$ cat src/rtl/bus_reg_bank.sv
// -----------------------------------------------------------------------------
// bus_reg_bank
//   A bank of DEPTH registers, each WIDTH bits wide. The bus can write any
//   register, and can read any register with one cycle of latency. Each
//   register can also be incremented or decremented. A sticky flag records
//   every overflow and underflow.
//
//   Parameters
//     WIDTH  data width of each register and of the bus
//     DEPTH  number of registers (2..16)
//     SAT    0 = wrapping inc/dec, 1 = saturating inc/dec
//     AW     address width, clog2(DEPTH) with a minimum of 1 (derived)
//
//   Ports
//     clk     clock; all state changes on its rising edge
//     RST     asynchronous active-high reset
//     CLR     per-register synchronous clear (one bit per register)
//     WR      write enable;  WADDR = target, BIN = data
//     INC     increment request; CADDR = target
//     DEC     decrement request; CADDR = target
//     LDBUS   read request; RADDR = source
//     OVFCLR  clears the sticky overflow flag
//     BOUT    registered read data (0 when no read)
//     BVALID  BOUT holds read data
//     OVF     sticky overflow/underflow flag
// -----------------------------------------------------------------------------
module bus_reg_bank #(
    parameter  int unsigned WIDTH = 16,
    parameter  int unsigned DEPTH = 4,
    parameter  int unsigned SAT   = 0,
    localparam int unsigned AW    = (DEPTH > 2) ? $clog2(DEPTH) : 1
) (
    input  logic             clk,
    input  logic             RST,
    input  logic [DEPTH-1:0] CLR,
    input  logic             WR,
    input  logic [AW-1:0]    WADDR,
    input  logic [WIDTH-1:0] BIN,
    input  logic             INC,
    input  logic             DEC,
    input  logic [AW-1:0]    CADDR,
    input  logic             LDBUS,
    input  logic [AW-1:0]    RADDR,
    input  logic             OVFCLR,
    output logic [WIDTH-1:0] BOUT,
    output logic             BVALID,
    output logic             OVF
);

    logic [WIDTH-1:0] r_regs [DEPTH];
    logic [WIDTH-1:0] w_next [DEPTH];
    logic             w_ovf_ev;
    logic [WIDTH-1:0] w_rdata;
    logic [WIDTH-1:0] r_bout;
    logic             r_bvalid;
    logic             r_ovf;

    // Next state for each register, highest priority first: clear, write,
    // count. A count is applied only when it is not overridden, so a count
    // that loses to a clear or a write can never raise the overflow flag.
    // Addresses at or above DEPTH match no register and are ignored.
    always_comb begin
        w_ovf_ev = 1'b0;
        for (int unsigned i = 0; i < DEPTH; i++) begin
            w_next[i] = r_regs[i];
            if (CLR[i]) begin
                w_next[i] = '0;
            end else if (WR && (WADDR == AW'(i))) begin
                w_next[i] = BIN;
            end else if ((INC ^ DEC) && (CADDR == AW'(i))) begin
                if (INC) begin
                    if (&r_regs[i]) begin
                        w_ovf_ev  = 1'b1;
                        w_next[i] = (SAT != 0) ? r_regs[i] : '0;
                    end else begin
                        w_next[i] = r_regs[i] + 1'b1;
                    end
                end else begin
                    if (r_regs[i] == '0) begin
                        w_ovf_ev  = 1'b1;
                        w_next[i] = (SAT != 0) ? r_regs[i] : '1;
                    end else begin
                        w_next[i] = r_regs[i] - 1'b1;
                    end
                end
            end
        end
    end

    // Read mux. An out-of-range address selects nothing and returns zero.
    always_comb begin
        w_rdata = '0;
        for (int unsigned i = 0; i < DEPTH; i++) begin
            if (RADDR == AW'(i)) begin
                w_rdata = r_regs[i];
            end
        end
    end

    always_ff @(posedge clk or posedge RST) begin
        if (RST) begin
            for (int unsigned i = 0; i < DEPTH; i++) begin
                r_regs[i] <= '0;
            end
            r_bout   <= '0;
            r_bvalid <= 1'b0;
            r_ovf    <= 1'b0;
        end else begin
            for (int unsigned i = 0; i < DEPTH; i++) begin
                r_regs[i] <= w_next[i];
            end
            // The read samples pre-edge contents, so a same-cycle write
            // becomes visible only to the next read.
            r_bout   <= LDBUS ? w_rdata : '0;
            r_bvalid <= LDBUS;
            // A new event wins over a simultaneous clear.
            if (w_ovf_ev) begin
                r_ovf <= 1'b1;
            end else if (OVFCLR) begin
                r_ovf <= 1'b0;
            end
        end
    end

    assign BOUT   = r_bout;
    assign BVALID = r_bvalid;
    assign OVF    = r_ovf;

endmodule

$ cat config.mk
export PLATFORM = sky130hd
export DESIGN_NAME = bus_reg_bank
export DESIGN_NICKNAME = d
export VERILOG_FILES = /design/src/rtl/bus_reg_bank.sv
export SDC_FILE = /design/constraint.sdc
export NUM_CORES = 1
export LEC_CHECK = 0
export ABC_AREA = 1
export BUFFER_PORTS_ARGS = -buffer_cell sky130_fd_sc_hd__buf_2
export CAP_MARGIN = 15
export CORE_UTILIZATION = 40
export CTS_BUF_LIST = sky130_fd_sc_hd__clkbuf_16
export CTS_CLUSTER_SIZE = 16
export DETAILED_ROUTE_END_ITERATION = 12
export PLACE_DENSITY = 0.64
export SYNTH_ARGS = -nofsm -noshare
export SYNTH_HDL_FRONTEND = slang
export SYNTH_SLANG_ARGS = --single-unit
$ cat constraint.sdc
create_clock -name clk -period 3.5 [get_ports clk]
set_input_delay 0.7 -clock clk [delete_from_list [all_inputs] [get_ports clk]]
set_output_delay 0.7 -clock clk [all_outputs]
set_load 0.01 [all_outputs]
[Word level (Yosys, flattened, before mapping)]
Cells that the tools add are included.
Storage, ports and cells
  logic and storage cells: 104
  latch bits: 0
  input port bits: 33
  output and inout bits: 18
  RAM bits: 0
  memory bits (read-only): 0
  memories kept: 0
  flip-flop bits (word level): 82
Cells by class
  bitwise operators: 1
  order comparisons: 0
  add/sub/neg operators: 8
  reduce and logical (&&, ||, !) cells: 24
  shifts and indexed selects: 0
  divide/modulo/power cells: 0
  multiply operators: 0
  multiplexer cells: 55
  eq/ne operators: 9
Operator list (count)
  $mux W16: 29
  $add A16 B1 Y16 const B: 4
  $logic_not A16 Y1: 4
  $reduce_and A16 Y1: 4
  $sub A16 B1 Y16 const B: 4
  $mux W1: 26
  $eq A2 B2 Y1 const B: 6
  $reduce_bool A3 Y1: 4
  $logic_and A1 B1 Y1: 8
  $eq A2 B1 Y1 const B: 3
  $logic_not A2 Y1: 3
  $reduce_bool A2 Y1: 1
  $xor A1 B1 Y1: 1

[Depth between registers and ports, before layout]
Gate-level depths: netlist (run 1).
  depth after elaboration: 22
  mapped depth: 13
  gate-level depth less buffers: 13

[Worst setup path before layout (run 1)]
No wires, ideal clock.
  path type: input port to flip-flop
  start: input port INC
  end: register r_regs[17] (netlist bit)
  stages on the path: 8
  required time: 3.384 ns
  slack: 1.744 ns
  data arrival time: 1.640 ns
  cell sequence: or2_1 nand2_1 nor3_4 o21ai_2 buf_4 a21oi_1 nand2_1 nand2_1
Between the ends
  cells in the longest elaborated chain, start to end: 4
  elaborated cells between the ends (all ways): 7
  classes of those cells: 4 x mux; 1 x bitwise; 2 x reduce/logical
RTL lines
  start, declared: RTL line 39  | input logic INC,
  $mux W16: RTL line 71  | if (INC) begin
  $mux W16: RTL line 70  | end else if ((INC ^ DEC) && (CADDR == AW'(i))) begin
  $mux W16: RTL line 68  | end else if (WR && (WADDR == AW'(i))) begin
  $mux W16: RTL line 66  | if (CLR[i]) begin
  end signal, assigned by index: RTL line 110  | r_regs[i] <= w_next[i];
  end, declared: RTL line 50  | logic [WIDTH-1:0] r_regs [DEPTH];
Several ways; a longest one is shown, not always the timed one. The select of a mux whose other input is x is not followed.
A chain may end at the register's enable or synchronous reset.

[Worst setup path after layout (run 1)]
  start: input port WADDR[0]
  end: register r_regs[48] (netlist bit)
Between the ends
  cells in the longest elaborated chain, start to end: 4
  elaborated cells between the ends (all ways): 5
  classes of those cells: 2 x mux; 3 x reduce/logical
RTL lines
  start, declared: RTL line 37  | input logic [AW-1:0] WADDR,
  $logic_not A2 Y1 *: RTL line 68
  $logic_and A1 B1 Y1 *: RTL line 68
  $mux W16: RTL line 68
  $mux W16: RTL line 66
Mark *: on every way between the ends. The rest lies on a longest branch, timed or not.

==> results.txt, run 1 <==
The tools report the number of antenna violations at the first check in global routing as 2. The number of cell instances on the worst register-to-register path came out at 10. TritonCTS built the clock tree. Max-cap violations in this run came to 0. The horizontal die dimension is 148.9 um, and the number of fillers in the final layout is 2298. The portion of netlist area occupied by mux cells is 0%. Net switching is 42.78% of the power.

The via count of the first global-routing pass came out at 8910. The run gives 1484 as the number of cells produced by synthesis. The most used flip-flop cell after synthesis is sky130_fd_sc_hd__dfrtp_1. In this run, the combinational gates consume 38.3% of the power. Remaining antenna violation count after routing: 0. Of all nets on the critical path, the largest fanout is 17. The adder-cell area share of the yosys netlist was 1.739%. The top-level port count was 51. Yosys attributes the largest share of cell area to sky130_fd_sc_hd__nand2_1 24%, sky130_fd_sc_hd__dfrtp_1 24%, sky130_fd_sc_hd__nand3_1 7.3%. In this run the post-CTS setup repair buffer count came out at 0. The fraction of final layout cells sized beyond drive strength 1 was 11.83%; the worst vdd rail ir drop was 0.2406 mV. The longest clock path from root to sink contains 2 buffers. The worst setup path is launched from a primary input. The floorplan step defined a core boundary enclosing 21090 sq um. At the end of routability-driven placement, the weighted congestion stood at 0.9507. The highest clock rate came out at 430.0 MHz.

Global routing used 28.66% of the available tracks. The yosys synthesis warning count is 0, and the global-route wire length before repair is 48.42 mm. The endpoint class of the critical path is a flip-flop.

The run gives 22180 sq um as the area of the die. The share of power burned in the clock network is 28.4%. The first routing iteration left 1134 violations.

Total DRC errors in the routed layout: 0. The biggest area contributor in the post-synthesis netlist is sky130_fd_sc_hd__nand2_1. After synthesis the netlist holds a flip-flop and latch count of 82. The H-tree generated during clock tree synthesis spans 3 levels.

The clock drives 82 sinks. The run gives 0.002003 W as the cell-internal power. Number of nets produced by synthesis: 1529. Data on the critical path is required at its endpoint by 3780 ps. The tools report the max-slew headroom at the worst pin as 36.95%.

In the final routed layout, each cell accounts on average for 17.57 um. Clock tree synthesis inserted a total of 9 buffers. The most critical setup path has its startpoint at WADDR[0]. Part of the Yosys area used for sequential elements: 23.76%.

Yosys mapped a number of flops with a built-in enable equal to 0. The final critical path takes up 66.44% of the cycle. Summing every instance area after synthesis gives 8636 sq um. Averaged over all synthesized cells, the footprint is 5.819 sq um. The endpoint of the most critical register-to-register path is r_regs[28].

Power dissipated by switching net loads: 0.001498 W. Setup repair after global routing left no endpoint under its margin. In the synthesized netlist, the cells that appear most often are 560 x sky130_fd_sc_hd__nand2_1, 149 x sky130_fd_sc_hd__nor2_1, 126 x sky130_fd_sc_hd__nand3_1. After synthesis, the share of flip-flops with an asynchronous set or reset is 100.0%. The worst hold path belongs to the class in -> async. The arrival time of the worst setup path is 2610 ps, and the clock-pin transition on the worst setup and hold timing paths is 70 ps. The count of port buffers added during placement was 50. The initial utilization of the core area, before any placement, comes to 40.95%.

Routed wire length: 30.84 mm. After the flow finishes, the layout carries non-filler instances totaling 1755. Share of Yosys cell area claimed by the top area cell type: 24.34%. The parity-gate share of the synthesized area counting xor and xnor cells was 2.535%. The area growth from synthesis to layout is 5.868%. For the worst-skew pair, the clock arrives at the later sink with an insertion delay of 360 ps. The analysis attributes to cell leakage a power of 4.742 nW.

Yosys instantiated no cell more often than sky130_fd_sc_hd__nand2_1. The pre-antenna-repair detailed-routing pass consisted of 5 iterations. For the pin with the worst max-slew slack, the measured transition is 942.2 ps. For the post-detailed-placement half-perimeter wirelength, the log shows 23.03 mm. The height of the die was 148.9 um; the count of unique library cells instantiated by Yosys was 39. The worst setup path is of the in -> reg kind. Slack of the worst reg-to-reg path: 1530 ps. The clock skew was 10.07 ps; the area share of and/or/nand/nor cells after synthesis was 48.17%. Entering global routing, the biggest net connects 55 pins.

The run gives 1519 as the number of nets at the end of the flow. The count of pins over their slew limit is 0. The tools report the critical path endpoint as r_regs[48]. In this run, post-CTS hold repair placed 0 buffers. Sequential cells account for 33.3% of the total power. The source of the worst register-to-register timing path was r_regs[16]. After detailed routing, the number of vias per cell comes to 5.475.

In this run the core area contains 53 standard-cell rows. The post-cts repair resize count was 0; the share of the synthesized area in compound gates (AO/OA/AOI/OAI) was 12.49%. The tools report the buffer type at the clock tree root as sky130_fd_sc_hd__clkbuf_16.

Subtracting the final worst setup slack from the clock period gives 2325 ps. Summed over all failing endpoints, the final setup total negative slack is 0 ps. Setup violations remaining at the end of the flow were counted as 0.

After synthesis, the largest family of logic cells by area is simple AND/OR/NAND/NOR gates. Summed over all layers, the global routing overflow is 0. The number of hold violations in the final report came out at 0.

The flow ran to the end, and the final reports show no timing, DRC or antenna violations. Including well taps, the total number of placed cells is 1738. Power spread over the standard cell area amounts to 382.9 nW/um^2.

For the via count, the log shows 9609.
-- critical path, stage by stage --
cell and delay (ps):
sky130_fd_sc_hd__buf_2 150, sky130_fd_sc_hd__inv_2 70, sky130_fd_sc_hd__nand3_2 300, sky130_fd_sc_hd__nand2_1 150, sky130_fd_sc_hd__nor2_1 750, sky130_fd_sc_hd__inv_1 270
sky130_fd_sc_hd__o21ai_0 210
-- cell families after synthesis --
family,count (synthesis)
adder cells (fa/ha/maj),12
AND/OR/NAND/NOR,943
AO/OA/AOI/OAI,201
flip-flops,82
XOR/XNOR,25
buffers and inverters,221
-- layout make-up --
cell class / count / area (sq um) / area share (%)
Antenna cell: 1 / 2.502 / 0.02737
Clock buffer: 9 / 225.2 / 2.463
Clock inverter: 7 / 70.07 / 0.7664
Inverter: 147 / 555.5 / 6.076
Multi-Input combinational cell: 1181 / 5608 / 61.34
Sequential cell: 82 / 2052 / 22.44
Tap cell: 275 / 344.1 / 3.764
Timing Repair Buffer: 53 / 285.3 / 3.120
-- registers in the layout (all words and copies together), names as in the netlist --
| register | flops |
|---|---|
| BVALID | 1 |
| OVF | 1 |
| BOUT | 16 |
| r_regs | 64 |
-- through the flow --
stage / utilization [%] / worst slack (ps) / area (sq um) / hold slack (ps) / total power (W)
2_1_floorplan: - / 691.6 / 8636 / 492.7 / 0.002174
3_3_place_gp: 41.94 / 870.1 / 8845 / 521.1 / 0.002486
3_5_place_dp: 41.94 / 820.8 / 8845 / 523.8 / 0.002497
4_1_cts: 43.34 / 1194 / 9140 / 439.1 / 0.003485
5_1_grt: 43.35 / 1024 / 9143 / 470.4 / 0.003720
6_report: 43.35 / 1175 / 9143 / 413.3 / 0.003501
-- layer usage --
| layer | track usage, % | vias up | part of all wire [%] |
|---|---|---|---|
| met5 | 0 | - | 0 |
| met4 | 14.54 | 0 | 4.4 |
| met3 | 5.229 | 72 | 8.4 |
| met2 | 44.02 | 416 | 44 |
| met1 | 38.33 | 4419 | 43 |
| li1 | - | 4702 | - |
-- worst min-delay path by stage --
stage,startpoint,end,depth (start not counted)
2_1_floorplan,r_regs[15],r_regs[15],2
3_3_place_gp,r_regs[47],r_regs[47],2
3_5_place_dp,r_regs[31],r_regs[31],2
4_1_cts,RST,BVALID,2
5_1_grt,RST,BOUT[2],2
6_report,RST,BVALID,2
-- power groups by stage --
stage	sequential (W)	clock (W)	combinational, W
2_1_floorplan	0.00108	0	0.00110
3_3_place_gp	0.00118	0	0.00131
3_5_place_dp	0.00118	0	0.00132
4_1_cts	0.00116	0.00100	0.00133
5_1_grt	0.00118	0.00103	0.00151
6_report	0.00117	0.000993	0.00134
-- cell usage in the layout (no fill, tap or decap), drive strengths merged --
master,instances
a211oi,1
a21oi,52
a221oi,1
a31o,1
and2,1
buf,53
bufinv,1
clkbuf,9
clkinv,10
dfrtp,82
diode,1
ha,12
inv,143
nand2,574
nand3,140
nand4,29
nor2,187
nor3,8
o211ai,10
o21ai,131
o221ai,5
or2,4
xor2,25
No activity file was read; power rests on OpenSTA's default activity.
==> run 2, diff against run 1 <==
==> constraint.sdc (replaced) <==
create_clock -name clk -period 2.22 [get_ports clk]
set_input_delay 0.444 -clock clk [delete_from_list [all_inputs] [get_ports clk]]
set_output_delay 0.444 -clock clk [all_outputs]
set_load 0.01 [all_outputs]
==> run 2 against run 1 <==
Critical endpoint is now r_regs[7]. Critical path type is now reg -> reg. Sequential power up 56%. First-iteration DRC count down 20%. Register-to-register slack worse by 1200 ps. Power rose by 59%. Die area unchanged. Non-clock buffer count increased by 21. Combinational power rose by 64%. Final cell count increased by 1.1%.
==> results.txt, run 2 (synthesized netlist as in run 1, its figures left out) <==
The tools report the cts-stage hold buffer count as 0 (unchanged). The per-cell routed wire length came out at 18.15 um (+3.3%). The number of design-rule violations left by the first detailed-router iteration is 906 (-20%).

The count of port buffers added during placement is 50 (unchanged). The static leakage is 4.847 nW (+2.2%), and the slack of the worst reg-to-reg path is 280 ps (-1250 ps). The total DRC errors in the routed layout was 0 (unchanged); the largest driver fanout on the critical path was 13 (-4).

The cell at the slowest stage of the critical path was sky130_fd_sc_hd__dfrtp_1. The post-cts repair resize count was 0 (unchanged); the arrival time of the worst setup path was 2190 ps (-420 ps). The number of fillers in the final layout came out at 2303 (+0.22%). Counting stages on the worst path, the most repeated cell is sky130_fd_sc_hd__nand2_1. The routability-driven placement congestion ratio was 0.9698 (+2.0%).

The critical path is of the reg -> reg type. In this run the critical register-to-register path is launched from r_regs[0]. The startpoint type of the worst setup path was a flip-flop.

The most critical setup path has its startpoint at r_regs[0]. More flip-flops sit in one register than any other, and that register is r_regs. The total buffers and inverters traversed by the critical path was 2 (-1). On the critical path the largest part of the delay comes from simple AND/OR/NAND/NOR gates.

Depth of the critical timing path with buffers and inverters included: 12 (+5). For the total of endpoints with negative setup slack in the final report, the log shows 0 (unchanged). The worst-case clock buffer depth came out at 2 (unchanged). Endpoint of the most critical register-to-register path: r_regs[7]. The critical path data required time was 2470 ps (-1310 ps); the final critical-path share of the clock period was 87.38%. Number of nets at the end of the flow: 1540 (+1.4%). TritonCTS built the clock tree. The total clock sinks came out at 82 (unchanged). Final total negative setup slack: 0 ps (unchanged). In this run the worst setup path terminates at r_regs[7].

For the top-level port count, the log shows 51 (unchanged). The flow ran to the end, and the final reports show no timing, DRC or antenna violations. The source-to-sink clock delay at the later pin of the worst-skew pair is 350 ps (about the same), and the first-pass detailed-route iteration total is 5 (unchanged). The area of all sequential standard cells came out at 2052 sq um (unchanged). Number of cell instances on the worst register-to-register path: 12 (+2). The fraction of final layout cells sized beyond drive strength 1 is 13.01% (+1.2 points), and the height of the die is 148.9 um (unchanged). The number of antenna violations at the first check in global routing is 2 (unchanged), and the number of vias per cell is 5.452 (-0.42%).

The logs give 8943 (+0.37%) for the via count of the first global-routing pass and 53 (unchanged) for the number of core rows. The final critical path time including I/O delays and setup was 1940 ps. Max-slew headroom at the worst pin: 57.55% (+21 points). The tools report the remaining global-route overflow as 0 (unchanged). The number of inserted diodes came out at 0 (-1). The clock skew was 10.20 ps (+0.1261 ps); the delay of the slowest cell on the worst path was 420 ps (-330 ps). The count of pins over their slew limit is 0 (unchanged), and the flip-flop count of the largest register after layout is 64 (unchanged). The tools report the buffer count from post-CTS setup fixing as 0 (unchanged). The tools report the final setup slack of the worst path as 280.1 ps (-894.5 ps).

The initial cell density of the core came out at 40.95% (unchanged). The global-route usage over all layers is 30.13% (+1.5 points). For the minimum hold slack, the log shows 182.6 ps (-230.7 ps). The clock-pin transition on the worst setup and hold timing paths came out at 70 ps (about the same). The post-detailed-placement half-perimeter wirelength is 24.11 mm (+4.7%). The tools report the reported max-cap violation count as 0 (unchanged).

The worst vdd rail ir drop came out at 0.3572 mV (+48%). Most common library cell in the layout ignoring fill and taps: sky130_fd_sc_hd__nand2_1. Setup repair after global routing left no endpoint under its margin.

The number of hold violations in the final report is 0 (unchanged). The remaining antenna violation count after routing is 0 (unchanged), and the horizontal die dimension is 148.9 um (unchanged). Routed wire length: 32.20 mm (+4.4%).

The area of the multi-input gates is 5608 sq um (unchanged). The endpoint class of the critical path was a flip-flop. The tools report the highest clock rate as 515.5 MHz.

The area of the core region is 21090 sq um (unchanged). The area of the die was 22180 sq um (unchanged). From synthesis to final layout, the design area changed by 7.867%. The top cell types in the final layout, fill and taps aside, are 560 x sky130_fd_sc_hd__nand2_1, 149 x sky130_fd_sc_hd__nor2_1, 126 x sky130_fd_sc_hd__nand3_1. For the via count, the log shows 9672 (+0.66%). The run gives 0.005550 W (+59%) as the total design power. The root buffer cell chosen for the clock tree is sky130_fd_sc_hd__clkbuf_16.

Power density normalized to cell area: 595.8 nW/um^2 (+56%). Walking the worst path, the cells encountered are inv_1 -> ha_1 -> inv_1 -> nor2_1 -> nand4_1 -> nor2_4 -> nor2_4 -> nand2_1 -> nand3_1 -> nand2_1 -> nand2_1 -> nand2_1. The type of the most critical hold path is in -> async. For the number of buffers created by CTS, the log shows 9 (unchanged). The run gives 216.5 ps (-604.3 ps) as the placement-stage worst setup slack. The count of H-tree levels built during CTS is 3 (unchanged), and the global-route wire length before repair is 50.68 mm (+4.7%). Measured slew at the worst slew-check pin: 636.7 ps (-305.5 ps). The tools report the largest net degree at the start of global routing as 83 (+51%).
==> run 2: worst register-to-register path: stages, from the launching register on <==
cell                      delay (ps)
sky130_fd_sc_hd__dfrtp_1         420
sky130_fd_sc_hd__inv_1           160
sky130_fd_sc_hd__ha_1            230
sky130_fd_sc_hd__inv_1            60
sky130_fd_sc_hd__nor2_1           40
sky130_fd_sc_hd__nand4_1         150
sky130_fd_sc_hd__nor2_4           60
sky130_fd_sc_hd__nor2_4          320
sky130_fd_sc_hd__nand2_1         100
sky130_fd_sc_hd__nand3_1         120
sky130_fd_sc_hd__nand2_1          80
sky130_fd_sc_hd__nand2_1          60
sky130_fd_sc_hd__nand2_1          40
==> run 2: metrics by stage <==
step | util, % | instance area, sq um | cells
after floorplan | - | 8640 | 1484
after global placement | 42.82 | 9030 | 1759
after detailed placement | 42.82 | 9030 | 1759
after CTS | 44.17 | 9315 | 1774
after global routing | 44.17 | 9315 | 1774
final | 44.17 | 9315 | 1774
==> run 2: area by class of cell <==
cell class / count / share of cell area (%)
clock buffers: 9 / 2.418
clock inverters: 6 / 0.6447
inverters: 147 / 5.991
multi-input cells: 1181 / 60.20
flip-flops and latches: 82 / 22.03
well taps: 275 / 3.694
repair buffers: 74 / 5.024
==> run 2: report_power, final <==
| group | internal [W] | total (W) | switching (W) |
|---|---|---|---|
| clock | 0.000861 | 0.00153 | 0.000669 |
| combinational | 0.000729 | 0.00220 | 0.00147 |
| sequential | 0.00160 | 0.00182 | 0.000222 |
| total | 0.00319 | 0.00555 | 0.00236 |
==> run 2: worst min path at each step <==
stage / end / slack (ps)
4_1_cts: r_regs[13] / 240
3_3_place_gp: r_regs[31] / 530
6_report: r_regs[13] / 180
2_1_floorplan: BVALID / 480
3_5_place_dp: r_regs[15] / 540
5_1_grt: r_regs[8] / 250
==> run 2: metal layers <==
| layer | GRT usage, % | vias up | wire length (um) | share of wire, % |
|---|---|---|---|---|
| met5 | 0 | - | 0 | 0 |
| li1 | - | 4732 | - | - |
| met2 | 47.00 | 365 | 14410 | 45 |
| met3 | 5.749 | 71 | 2368 | 7.4 |
| met1 | 40.77 | 4504 | 14200 | 44 |
| met4 | 12.04 | 0 | 1218 | 3.8 |
==> run 3, diff against run 2 <==
==> config.mk (replaced) <==
export PLATFORM = sky130hd
export DESIGN_NAME = bus_reg_bank
export DESIGN_NICKNAME = d
export VERILOG_FILES = /design/src/rtl/bus_reg_bank.sv
export SDC_FILE = /design/constraint.sdc
export NUM_CORES = 1
export LEC_CHECK = 0
export ABC_AREA = 1
export CAP_MARGIN = 15
export CORE_UTILIZATION = 45
export CTS_BUF_LIST = sky130_fd_sc_hd__clkbuf_16
export CTS_CLUSTER_SIZE = 16
export DETAILED_ROUTE_END_ITERATION = 12
export DONT_BUFFER_PORTS = 1
export SYNTH_ARGS = -nofsm -noshare
export SYNTH_HDL_FRONTEND = slang
export SYNTH_SLANG_ARGS = --single-unit
==> run 3 against run 2 <==
Final cell count decreased by 5.4%. Die area decreased by 11%. Power increased by 1.1%. Via count decreased by 2.8%.
==> results.txt, run 3 (synthesized netlist as in run 1, its figures left out) <==
The area of the die is 19750 sq um (-11%). The layout-stage area growth over the synthesis result is 4.129%, and the share of power burned in the clock network is 31.0% (+3.4 points). Most common library cell in the layout ignoring fill and taps: sky130_fd_sc_hd__nand2_1. The number of nets at the end of the flow is 1485 (-3.6%). The cell area after placement came out at 8666 sq um (-4.0%).

The cell that appears most often on the critical path is sky130_fd_sc_hd__nand2_1. The tools report the worst vdd rail ir drop as 0.3751 mV (+5.0%). Cell-internal power: 0.003274 W (+2.6%). The flip-flop count of the largest register after layout is 64 (unchanged). The run gives 350 ps (+70 ps) as the slack of the worst reg-to-reg path.

The flow ran to the end, and the final reports show no timing, DRC or antenna violations. The per-cell routed wire length came out at 18.02 um (-0.71%). The total of endpoints with negative setup slack in the final report came out at 0 (unchanged).

The max-slew headroom at the worst pin is 55.26% (-2.3 points), and the arrival time of the worst setup path is 2130 ps (-60 ps). The relative contribution of sequential cells to total power was 32.8% (about the same); the combinational power share was 36.2% (-3.4 points). Number of buffers created by CTS: 9 (unchanged).

The tools report the number of inserted diodes as 0 (unchanged). The measured slew at the worst slew-check pin is 671.1 ps (+34.36 ps), and the top-level port count is 51 (unchanged). The delay of the slowest cell on the worst path is 500 ps (+80 ps). Global-route usage over all layers: 31.87% (+1.7 points). More flip-flops sit in one register than any other, and that register is r_regs. The count of pins over their slew limit was 0 (unchanged); the initial cell density of the core was 46.01% (+5.1 points). The tools report the highest clock rate as 533.4 MHz (+3.5%). The run gives 0.002338 W (-0.94%) as the power dissipated by switching net loads.

Setup repair after global routing left no endpoint under its margin. The clock-pin transition on the worst setup and hold timing paths was 70 ps (about the same); the number of standard cells in the layout, taps in and fillers out was 1679 (-5.4%). The share of total power consumed by net switching was 41.66% (-0.87 points). In this design, the largest share of critical-path delay is due to simple AND/OR/NAND/NOR gates.

The number of vias per cell is 5.600 (+2.7%), and the minimum hold slack is 44.00 ps (-138.6 ps). Fraction of final layout cells sized beyond drive strength 1: 9.758% (-3.3 points). The reported max-cap violation count was 0 (unchanged); the count of port buffers added during placement was 0 (-100%). The final total negative setup slack came out at 0 ps (unchanged). The number of design-rule violations left by the first detailed-router iteration was 929 (+2.5%). The total buffers and inverters traversed by the critical path works out to 1 (-1). The cell sitting at the root of the clock tree is a sky130_fd_sc_hd__clkbuf_16. The routed wire length is 30.26 mm (-6.0%). The number of hold violations in the final report was 0 (unchanged); the horizontal die dimension was 140.5 um (-5.6%). For the post-route standard cell area excluding fillers, the log shows 8992 sq um (-3.5%).

Leaving out fill and tap cells, the most frequent cells in the layout are 560 x sky130_fd_sc_hd__nand2_1, 149 x sky130_fd_sc_hd__nor2_1, 126 x sky130_fd_sc_hd__nand3_1. TritonCTS built the clock tree. The run gives 82 (unchanged) as the total clock sinks. The logs give 370 ps (+20 ps) for the source-to-sink clock delay at the later pin of the worst-skew pair and 22.41 mm (-7.1%) for the post-detailed-placement half-perimeter wirelength. The slowest stage of the critical path belongs to the cell sky130_fd_sc_hd__dfrtp_1. The largest driver fanout on the critical path came out at 7 (-6). The cts-stage hold buffer count is 0 (unchanged). The height of the die was 140.5 um (-5.6%); the final critical-path share of the clock period was 84.45% (-2.9 points). The total instance count after detailed placement was 1663 (-5.5%); the global-route wire length before repair was 48.13 mm (-5.0%). The logs give 2 (unchanged) for the number of antenna violations at the first check in global routing and 50 (-5.7%) for the number of core rows. Total DRC errors in the routed layout: 0 (unchanged). The endpoint class of the critical path was a flip-flop. The largest net degree at the start of global routing came out at 83 (unchanged). In this run the worst hold path is classified as in -> async. STA classifies the critical path startpoint as a flip-flop. The via count came out at 9403 (-2.8%). Remaining global-route overflow: 0 (unchanged). The tools report the static leakage as 4.615 nW (-4.8%). The worst-case clock buffer depth is 2 (unchanged). The count of H-tree levels built during CTS was 3 (unchanged). The run gives 7 (+2) as the first-pass detailed-route iteration total.

The run gives 0 (unchanged) as the post-cts repair resize count. The signal on the critical path passes through ha_1 -> nand2_4 -> nor2_8 -> nand2_2 -> inv_2 -> nand3_2 -> nand3_1 -> nand2_1 -> nand2_1 -> nand2_1 -> nand2_1 -> nand2_1. The routability-driven placement congestion ratio is 1.004 (+3.6%). The remaining antenna violation count after routing was 0 (unchanged); the power density normalized to cell area was 624.1 nW/um^2 (+4.8%).

The via count of the first global-routing pass is 8411 (-5.9%). The final critical path time including I/O delays and setup came out at 1875 ps (-65.18 ps). Buffer count from post-CTS setup fixing: 0 (unchanged).

The run gives 18770 sq um (-11%) as the area of the core region. The critical path is of the reg -> reg type. Clock skew: 13.30 ps (+3.095 ps).

Critical path data required time: 2470 ps (about the same).
run 3: path summary, 6_finish.rpt:
kind	endpoint	start	cells past startpoint
setup / recovery	r_regs[29]	r_regs[17]	12
setup reg to reg	r_regs[29]	r_regs[17]	12
hold / removal	r_regs[13]	RST	2
max in group asynchronous	r_regs[34]	RST	2
hold reg to reg	r_regs[31]	r_regs[31]	2
min in group clk	BVALID	LDBUS	0
run 3: layout make-up:
type                    instances  area (sq um)
fillers                      2032          9776
repair buffers                 19         155.1
clock buffers                   9         225.2
inverters                     147         558.0
multi-input cells            1181          5608
flip-flops and latches         82          2052
clock inverters                 7         101.3
well taps                     234         292.8
run 3: worst register-to-register path: stages (launching register included):
cell and delay (ps):
sky130_fd_sc_hd__dfrtp_1 500, sky130_fd_sc_hd__ha_1 290, sky130_fd_sc_hd__nand2_4 100, sky130_fd_sc_hd__nor2_8 160, sky130_fd_sc_hd__nand2_2 80, sky130_fd_sc_hd__inv_2 70, sky130_fd_sc_hd__nand3_2 150, sky130_fd_sc_hd__nand3_1 150
sky130_fd_sc_hd__nand2_1 60, sky130_fd_sc_hd__nand2_1 50, sky130_fd_sc_hd__nand2_1 40, sky130_fd_sc_hd__nand2_1 60, sky130_fd_sc_hd__nand2_1 50
run 3: through the flow:
stage	power (W)	utilization (%)	setup slack (ps)
after floorplan	0.003428	-	661.5
after global placement	0.003859	46.17	389.4
after detailed placement	0.003865	46.17	321.4
after CTS	0.005617	47.91	371.0
after global routing	0.005989	47.91	129.2
final	0.005612	47.91	345.3
run 3: per-layer routing:
layer,vias to the layer above,part of all wire [%],global-route usage (%)
met5,-,0,0
met2,378,45,50.39
li1,4628,-,-
met1,4336,45,43.89
met4,0,3.1,10.98
met3,61,6.9,5.333
run 3: power by group through the flow:
stage / sequential, W / clock [W] / combinational [W]
global placement: 0.00186 / 0 / 0.00199
finish: 0.00184 / 0.00174 / 0.00203
floorplan: 0.00170 / 0 / 0.00173
CTS: 0.00183 / 0.00177 / 0.00201
detailed placement: 0.00186 / 0 / 0.00200
global route: 0.00186 / 0.00182 / 0.00231
